`src/rtl/acc_cpu_pkg.sv`:
```
// acc_cpu_pkg
// Shared definitions for the accumulator CPU core: opcode values, the
// control FSM state encoding, flag bit positions and opcode class helpers.
package acc_cpu_pkg;

    localparam logic [7:0] OP_NOP    = 8'h00;
    localparam logic [7:0] OP_STORE  = 8'h01;
    localparam logic [7:0] OP_LOAD   = 8'h02;
    localparam logic [7:0] OP_ADD    = 8'h03;
    localparam logic [7:0] OP_SUB    = 8'h04;
    localparam logic [7:0] OP_JMPGEZ = 8'h05;
    localparam logic [7:0] OP_JMP    = 8'h06;
    localparam logic [7:0] OP_HALT   = 8'h07;
    localparam logic [7:0] OP_MPY    = 8'h08;
    localparam logic [7:0] OP_AND    = 8'h0A;
    localparam logic [7:0] OP_OR     = 8'h0B;
    localparam logic [7:0] OP_NOT    = 8'h0C;
    localparam logic [7:0] OP_SHR    = 8'h0D;
    localparam logic [7:0] OP_SHL    = 8'h0E;

    localparam int FLAG_Z = 3;
    localparam int FLAG_N = 2;
    localparam int FLAG_C = 1;
    localparam int FLAG_V = 0;

    typedef enum logic [2:0] {
        ST_FETCH  = 3'd0,
        ST_DECODE = 3'd1,
        ST_MEM    = 3'd2,
        ST_EXEC   = 3'd3,
        ST_HALT   = 3'd4
    } state_e;

    // Opcodes that need an operand cycle on the memory port.
    function automatic logic is_mem_op(input logic [7:0] op);
        return op inside {OP_STORE, OP_LOAD, OP_ADD, OP_SUB, OP_MPY, OP_AND, OP_OR};
    endfunction

    function automatic logic is_known_op(input logic [7:0] op);
        return op inside {OP_NOP, OP_STORE, OP_LOAD, OP_ADD, OP_SUB, OP_JMPGEZ, OP_JMP,
                          OP_HALT, OP_MPY, OP_AND, OP_OR, OP_NOT, OP_SHR, OP_SHL};
    endfunction

    // Opcodes whose ALU result lands in ACC and refreshes the flags.
    function automatic logic writes_acc(input logic [7:0] op);
        return op inside {OP_LOAD, OP_ADD, OP_SUB, OP_MPY, OP_AND, OP_OR,
                          OP_NOT, OP_SHR, OP_SHL};
    endfunction

endpackage

```
`src/rtl/acc_cpu_alu.sv`:
```
// acc_cpu_alu
// Combinational ALU for the accumulator CPU.
// Ports:
//   op_i      opcode of the instruction in EXEC
//   acc_i     current accumulator
//   br_i      operand fetched from memory
//   result_o  new ACC value (ACC unchanged for opcodes without a result)
//   mr_o      high word of the signed product (meaningful for MPY only)
//   flags_o   {Z,N,C,V} for the result
module acc_cpu_alu
    import acc_cpu_pkg::*;
#(
    parameter int DATA_W = 16
) (
    input  logic [7:0]        op_i,
    input  logic [DATA_W-1:0] acc_i,
    input  logic [DATA_W-1:0] br_i,
    output logic [DATA_W-1:0] result_o,
    output logic [DATA_W-1:0] mr_o,
    output logic [3:0]        flags_o
);

    localparam int MSB = DATA_W - 1;

    logic [DATA_W:0]     sum;
    logic [DATA_W:0]     diff;
    logic [2*DATA_W-1:0] a_ext;
    logic [2*DATA_W-1:0] b_ext;
    logic [2*DATA_W-1:0] prod;
    logic                carry;
    logic                ovf;
    logic                neg;

    assign sum   = {1'b0, acc_i} + {1'b0, br_i};
    // The extra top bit of the difference is the borrow.
    assign diff  = {1'b0, acc_i} - {1'b0, br_i};
    // The low 2*DATA_W bits of an unsigned product of sign-extended operands
    // equal the signed product.
    assign a_ext = {{DATA_W{acc_i[MSB]}}, acc_i};
    assign b_ext = {{DATA_W{br_i[MSB]}}, br_i};
    assign prod  = a_ext * b_ext;
    assign mr_o  = prod[2*DATA_W-1:DATA_W];

    always_comb begin
        result_o = acc_i;
        carry    = 1'b0;
        ovf      = 1'b0;
        case (op_i)
            OP_LOAD: result_o = br_i;
            OP_ADD: begin
                result_o = sum[MSB:0];
                carry    = sum[DATA_W];
                ovf      = (acc_i[MSB] == br_i[MSB]) && (sum[MSB] != acc_i[MSB]);
            end
            OP_SUB: begin
                result_o = diff[MSB:0];
                carry    = diff[DATA_W];
                ovf      = (acc_i[MSB] != br_i[MSB]) && (diff[MSB] != acc_i[MSB]);
            end
            OP_MPY: begin
                result_o = prod[MSB:0];
                ovf      = (prod[2*DATA_W-1:DATA_W] != {DATA_W{prod[MSB]}});
            end
            OP_AND: result_o = acc_i & br_i;
            OP_OR:  result_o = acc_i | br_i;
            OP_NOT: result_o = ~acc_i;
            OP_SHR: begin
                result_o = {acc_i[MSB], acc_i[MSB:1]};
                carry    = acc_i[0];
            end
            OP_SHL: begin
                result_o = {acc_i[MSB-1:0], 1'b0};
                carry    = acc_i[MSB];
            end
            default: ;
        endcase
        // N follows the sign of the full product for MPY, Z only the ACC half.
        neg     = (op_i == OP_MPY) ? prod[2*DATA_W-1] : result_o[MSB];
        flags_o = {(result_o == '0), neg, carry, ovf};
    end

endmodule

```
`src/rtl/acc_cpu_core.sv`:
```
// acc_cpu_core
// Multi-cycle accumulator CPU with a req/ack memory port.
// Ports:
//   clk, rst_n          system clock, asynchronous active-low reset
//   continue_flag       resume from HALT on a rising edge
//   mem_req/we/addr     memory request (held until mem_ack), write enable, address (MAR)
//   mem_wdata/rdata     write data (MBR), read data valid with mem_ack
//   mem_ack             one-cycle completion strobe
//   acc_data, mr_data   accumulator and multiply high word
//   pc_data             program counter
//   alu_flags           {Z,N,C,V} of the last flag-updating instruction
//   halted, illegal_op  in HALT; one-cycle pulse on an unknown opcode
//
// state  | meaning
// FETCH  | read instruction at PC; on ack latch MBR/IR, PC+1
// DECODE | MAR <- operand address; STORE loads MBR <- ACC
// MEM    | operand read (BR) or STORE write
// EXEC   | ALU writeback / jump / enter HALT
// HALT   | wait for continue_flag rising edge
module acc_cpu_core
    import acc_cpu_pkg::*;
#(
    parameter int                DATA_W   = 16,
    parameter int                ADDR_W   = 8,
    parameter logic [ADDR_W-1:0] RESET_PC = '0
) (
    input  logic              clk,
    input  logic              rst_n,
    input  logic              continue_flag,
    output logic              mem_req,
    output logic              mem_we,
    output logic [ADDR_W-1:0] mem_addr,
    output logic [DATA_W-1:0] mem_wdata,
    input  logic [DATA_W-1:0] mem_rdata,
    input  logic              mem_ack,
    output logic [DATA_W-1:0] acc_data,
    output logic [DATA_W-1:0] mr_data,
    output logic [ADDR_W-1:0] pc_data,
    output logic [3:0]        alu_flags,
    output logic              halted,
    output logic              illegal_op
);

    state_e            state_q, state_d;
    logic [ADDR_W-1:0] pc_q, pc_d;
    logic [ADDR_W-1:0] mar_q, mar_d;
    logic [DATA_W-1:0] mbr_q, mbr_d;
    logic [7:0]        ir_q, ir_d;
    logic [DATA_W-1:0] br_q, br_d;
    logic [DATA_W-1:0] acc_q, acc_d;
    logic [DATA_W-1:0] mr_q, mr_d;
    logic [3:0]        flags_q, flags_d;
    logic              req_q, req_d;
    logic              illegal_q, illegal_d;
    logic              cont_prev_q;

    logic [DATA_W-1:0] alu_result;
    logic [DATA_W-1:0] alu_mr;
    logic [3:0]        alu_flags_w;
    logic              jump_taken;
    logic [ADDR_W-1:0] exec_pc;

    acc_cpu_alu #(.DATA_W(DATA_W)) u_alu (
        .op_i     (ir_q),
        .acc_i    (acc_q),
        .br_i     (br_q),
        .result_o (alu_result),
        .mr_o     (alu_mr),
        .flags_o  (alu_flags_w)
    );

    // MAR still holds the operand address X during EXEC.
    assign jump_taken = (ir_q == OP_JMP) || ((ir_q == OP_JMPGEZ) && !acc_q[DATA_W-1]);
    assign exec_pc    = jump_taken ? mar_q : pc_q;

    always_comb begin
        state_d   = state_q;
        pc_d      = pc_q;
        mar_d     = mar_q;
        mbr_d     = mbr_q;
        ir_d      = ir_q;
        br_d      = br_q;
        acc_d     = acc_q;
        mr_d      = mr_q;
        flags_d   = flags_q;
        req_d     = req_q;
        illegal_d = 1'b0;
        case (state_q)
            ST_FETCH: begin
                if (!req_q) begin
                    // Only reachable straight after reset: start the first fetch.
                    req_d = 1'b1;
                    mar_d = pc_q;
                end else if (mem_ack) begin
                    mbr_d   = mem_rdata;
                    ir_d    = mem_rdata[DATA_W-1 -: 8];
                    pc_d    = pc_q + ADDR_W'(1);
                    req_d   = 1'b0;
                    state_d = ST_DECODE;
                end
            end
            ST_DECODE: begin
                mar_d     = mbr_q[ADDR_W-1:0];
                illegal_d = !is_known_op(ir_q);
                if (is_mem_op(ir_q)) begin
                    state_d = ST_MEM;
                    req_d   = 1'b1;
                    if (ir_q == OP_STORE) begin
                        mbr_d = acc_q;
                    end
                end else begin
                    state_d = ST_EXEC;
                end
            end
            ST_MEM: begin
                if (mem_ack) begin
                    if (ir_q != OP_STORE) begin
                        br_d = mem_rdata;
                    end
                    req_d   = 1'b0;
                    state_d = ST_EXEC;
                end
            end
            ST_EXEC: begin
                if (writes_acc(ir_q)) begin
                    acc_d   = alu_result;
                    flags_d = alu_flags_w;
                    if (ir_q == OP_MPY) begin
                        mr_d = alu_mr;
                    end
                end
                pc_d = exec_pc;
                if (ir_q == OP_HALT) begin
                    state_d = ST_HALT;
                end else begin
                    state_d = ST_FETCH;
                    req_d   = 1'b1;
                    mar_d   = exec_pc;
                end
            end
            ST_HALT: begin
                if (continue_flag && !cont_prev_q) begin
                    state_d = ST_FETCH;
                    req_d   = 1'b1;
                    mar_d   = pc_q;
                end
            end
            default: begin
                state_d = ST_FETCH;
                req_d   = 1'b0;
            end
        endcase
    end

    always_ff @(posedge clk or negedge rst_n) begin
        if (!rst_n) begin
            state_q     <= ST_FETCH;
            pc_q        <= RESET_PC;
            mar_q       <= '0;
            mbr_q       <= '0;
            ir_q        <= '0;
            br_q        <= '0;
            acc_q       <= '0;
            mr_q        <= '0;
            flags_q     <= '0;
            req_q       <= 1'b0;
            illegal_q   <= 1'b0;
            cont_prev_q <= 1'b0;
        end else begin
            state_q     <= state_d;
            pc_q        <= pc_d;
            mar_q       <= mar_d;
            mbr_q       <= mbr_d;
            ir_q        <= ir_d;
            br_q        <= br_d;
            acc_q       <= acc_d;
            mr_q        <= mr_d;
            flags_q     <= flags_d;
            req_q       <= req_d;
            illegal_q   <= illegal_d;
            cont_prev_q <= continue_flag;
        end
    end

    assign mem_req    = req_q;
    assign mem_we     = (state_q == ST_MEM) && (ir_q == OP_STORE);
    assign mem_addr   = mar_q;
    assign mem_wdata  = mbr_q;
    assign acc_data   = acc_q;
    assign mr_data    = mr_q;
    assign pc_data    = pc_q;
    assign alu_flags  = flags_q;
    assign halted     = (state_q == ST_HALT);
    assign illegal_op = illegal_q;

endmodule

```
`config.mk`:
```
export PLATFORM = sky130hd
export DESIGN_NAME = acc_cpu_core
export DESIGN_NICKNAME = d
export VERILOG_FILES = /design/src/rtl/acc_cpu_pkg.sv /design/src/rtl/acc_cpu_alu.sv /design/src/rtl/acc_cpu_core.sv
export SDC_FILE = /design/constraint.sdc
export NUM_CORES = 1
export LEC_CHECK = 0
export ABC_CLOCK_PERIOD_IN_PS = 7950
export CAP_MARGIN = 20
export CORE_MARGIN = 10
export CORE_UTILIZATION = 55
export CTS_BUF_LIST = sky130_fd_sc_hd__clkbuf_4 sky130_fd_sc_hd__clkbuf_8
export CTS_CLUSTER_SIZE = 28
export DETAILED_ROUTE_END_ITERATION = 8
export PLACE_DENSITY = 0.74
export SLEW_MARGIN = 15
export SYNTH_ARGS = -nofsm -noshare
export SYNTH_HDL_FRONTEND = slang
export SYNTH_SLANG_ARGS = --single-unit
```
`constraint.sdc`:
```
create_clock -name clk -period 7.95 [get_ports clk]
set_input_delay 1.59 -clock clk [delete_from_list [all_inputs] [get_ports clk]]
set_output_delay 1.59 -clock clk [all_outputs]
set_load 0.05 [all_outputs]
```
==> impl_results.md <==
* Largest cells by area after synthesis: fa_1 31%, dfrtp_1 14%, ha_1 9.6%, inv_1 7.4%, nand2_1 5.8%
* Port Buffer Count at 91
* Clock latency on the worst-skew pair at around 0.44 ns
* Number of synthesized register bits at 98
* Global-route wire length before repair at between 90 and 100 mm
* Final weighted congestion in routability-driven placement at 1.05
* Number of antenna violations at the first check in global routing at 1
* Max Buffers Root-to-Sink at 2
* Effective utilization at floorplan at 0.561
* Vias per std cell at 6.28
* Pin count of the biggest net entering global routing at 63
* Clock slew at the register clock pins of the worst setup and hold paths at 0.11 ns
* Maximum Capacitance Violations at 0
* Post-route ant nets at 0
* Arr. time, crit path at around 7.9 ns
* Area share of the leading cell type in the synthesized netlist at 0.307
* Final hold vios at 0
* Register area share after synthesis at 0.142
* TritonCTS buffer count at 9
* IO Count at 92
* Setup repair after global routing missed its margin: no
* Crit path time final at 7.63 ns
* Number of buffers added for setup after CTS at 0
* Outcome: finished, final reports clean
* Diodes inserted at 0
* Drt wl/cell at 23.0 um
* Number of warnings issued by yosys at 0
* Most frequently used cell type in the post-synthesis netlist: inv_1
* Area of the mapped netlist at 0.0172 mm^2
* Footprint of the multi-input gates at 0.0131 mm^2
* Final setup skew at 0.0148 ns
* Number of slew-limit violations in the final report at 0
* Slew @ Worst Pin at 1.05 ns
* Class of the tightest hold or removal check: flop to flop
* Fraction of layout cells with a size suffix above 1 at 0.0556
* Number of instances in the synthesized netlist at 2060
* Largest area contributor in the synthesized netlist: fa_1
* Yosys cell types at 86
* Via count of the first global-routing pass at 16400
* Setup violators final at 0
* Worst EP required at 8.25 ns
* Top cells by count, synth: 338 x inv_1, 267 x nand2_1, 264 x fa_1
* Area growth, synth to finish at 9.74%
* FF+latch area at 0.00245 mm^2
* First-pass iteration count of the detailed router at 6
* GRT Total Usage at 0.304
* Number of vias after detailed routing at between 15000 and 20000
* DR DRC count at 0
* Achievable Freq at ~0.13 GHz
* Net count of the mapped netlist at 2476
* Dominant register cell in the synthesized netlist: dfrtp_1
* Maximum fanout encountered on the critical timing path at 7
* Count of flip-flops with a built-in enable after synthesis at 0
* Ys async rst share at 1.00
* Root buffer cell: clkbuf_8
* Category of the worst setup path launch point: flop
* TritonCTS clock tree: yes
* Total wire length after detailed routing at approximately 58 mm
* Iteration-0 DRC Markers at 1700
* Total number of H-tree levels at 3
* Post-detail-place hpwl at about 46 mm
* Syn avg cell area at roughly 8.4 um^2
* Die Height at between 150 and 200 um
* Overflow left after global routing at 0
* Std-Cell Rows at 64
* Endpoint type of the worst setup path: flop
* Relative max-transition margin at 0.296
* Core outline area at 0.0307 mm^2
* Post-route clock period utilization at 0.959
* Die Width at 197 um
* Sinks on Clock Net at 98
* Final-stage net count at 2534
* Filler cell count at 2719
* Summed negative setup slack over all endpoints at 0 ns
* Start-to-end type of the worst setup path: flop to flop
* Die outline area at 0.0388 mm^2
[worst paths after layout]
kind	start	end	slack, ns	cells after the start
max	br_q[6]	alu_flags[0]	0.32	22
min	alu_flags[2]	alu_flags[2]	0.49	1
max reg2reg	br_q[6]	alu_flags[0]	0.32	22
min reg2reg	alu_flags[2]	alu_flags[2]	0.49	1
max in group asynchronous	rst_n	mem_addr[6]	5.54	2
min in group asynchronous	rst_n	acc_data[6]	1.13	1
[cell families after synthesis]
family	share of synthesized area
AND/OR/NAND/NOR	0.159
buffers and inverters	0.0998
AO/OA/AOI/OAI	0.164
adder cells (fa/ha/maj)	0.402
flip-flops	0.142
XOR/XNOR	0.0188
multiplexers	0.0139
[layer usage]
metal | track usage | share of wire | routed length [um]
met3 | 0.0785 | 0.11 | 6280
met1 | 0.377 | 0.37 | 21600
met4 | 0.151 | 0.062 | 3580
met5 | 0 | 0.00016 | 9
met2 | 0.485 | 0.46 | 26600
[worst max-delay path, stage by stage, from the launching register on]
cell and delay, ns:
dfrtp_1 0.65, ha_1 0.50, fa_1 0.51, inv_1 0.09, fa_1 0.45, fa_1 0.53
inv_1 0.06, fa_1 0.44, fa_1 0.51, inv_1 0.05, fa_1 0.48, inv_1 0.04
ha_1 0.40, nand3_1 0.20, a211oi_1 0.22, o21ai_1 0.18, nor2b_1 0.18, xnor2_1 0.67
nand4_1 0.18, or3_1 0.35, or3_1 0.38, a221oi_2 0.29, a21oi_1 0.11
[state kept, by name (all words and copies together) (netlist names)]
| signal | cells |
|---|---|
| ir_q | 8 |
| state_q | 3 |
| cont_prev_q | 1 |
| mr_data | 16 |
| acc_data | 16 |
| illegal_op | 1 |
| br_q | 16 |
| pc_data | 8 |
| alu_flags | 4 |
| mem_addr | 8 |
| mem_wdata | 16 |
| mem_req | 1 |
[per-stage QoR]
stage / instance area [um^2] / cells / util / hold slack, ns / setup slack [ns]
3_5_place_dp: 18700 / 2502 / 0.607 / 0.469 / 0.326
2_1_floorplan: 17200 / 2060 / - / 0.480 / 0.702
5_1_grt: 18900 / 2519 / 0.615 / 0.531 / 0.0311
4_1_cts: 18900 / 2518 / 0.614 / 0.495 / 0.259
3_3_place_gp: 18700 / 2502 / 0.607 / 0.466 / 0.514
6_report: 18900 / 2519 / 0.615 / 0.490 / 0.324
[placed cells by master, fill, tap and decap left out, types with 8 or more instances in the layout]
| cell | synthesis | final |
|---|---|---|
| nand3_1 | 20 | 20 |
| o22ai_1 | 24 | 24 |
| nand2_1 | 267 | 267 |
| clkdlybuf4s50_1 | 0 | 90 |
| o221ai_1 | 10 | 10 |
| ha_1 | 132 | 132 |
| nand2b_1 | 10 | 10 |
| a21o_1 | 14 | 14 |
| and2_1 | 8 | 8 |
| a31oi_1 | 31 | 31 |
| clkbuf_8 | 0 | 9 |
| dfrtp_1 | 98 | 98 |
| nor2_1 | 214 | 214 |
| nand4_1 | 16 | 16 |
| fa_1 | 264 | 264 |
| a21oi_1 | 82 | 82 |
| nor2b_1 | 18 | 18 |
| nor3_1 | 22 | 21 |
| o211ai_1 | 12 | 12 |
| inv_1 | 338 | 338 |
| nor4_1 | 9 | 9 |
| buf_4 | 2 | 53 |
| clkinv_1 | 14 | 13 |
| o31ai_1 | 10 | 10 |
| and3_1 | 11 | 11 |
| mux2_2 | 15 | 15 |
| or3_1 | 11 | 11 |
| o21a_1 | 10 | 10 |
| xor2_1 | 16 | 16 |
| a22oi_1 | 10 | 10 |
| a211oi_1 | 12 | 12 |
| o21ai_0 | 97 | 97 |
| xnor2_1 | 21 | 21 |
[final cells by class]
cell class | instances | share of cell area
inverter | 358 | 0.0712
tap | 396 | 0.0262
timing repair buffer | 144 | 0.0695
multi-input combinational | 1507 | 0.692
sequential | 98 | 0.130
clock buffer | 9 | 0.00655
clock inverter | 7 | 0.00496
[what timing repair did]
action | CTS | global route
gates resized for setup | 0 | 1
hold buffers | 0 | 0
setup endpoints to repair | 0 | 4
Power is not shown: default switching activity piles up to over one toggle a cycle in this logic, so the estimate is an artifact.
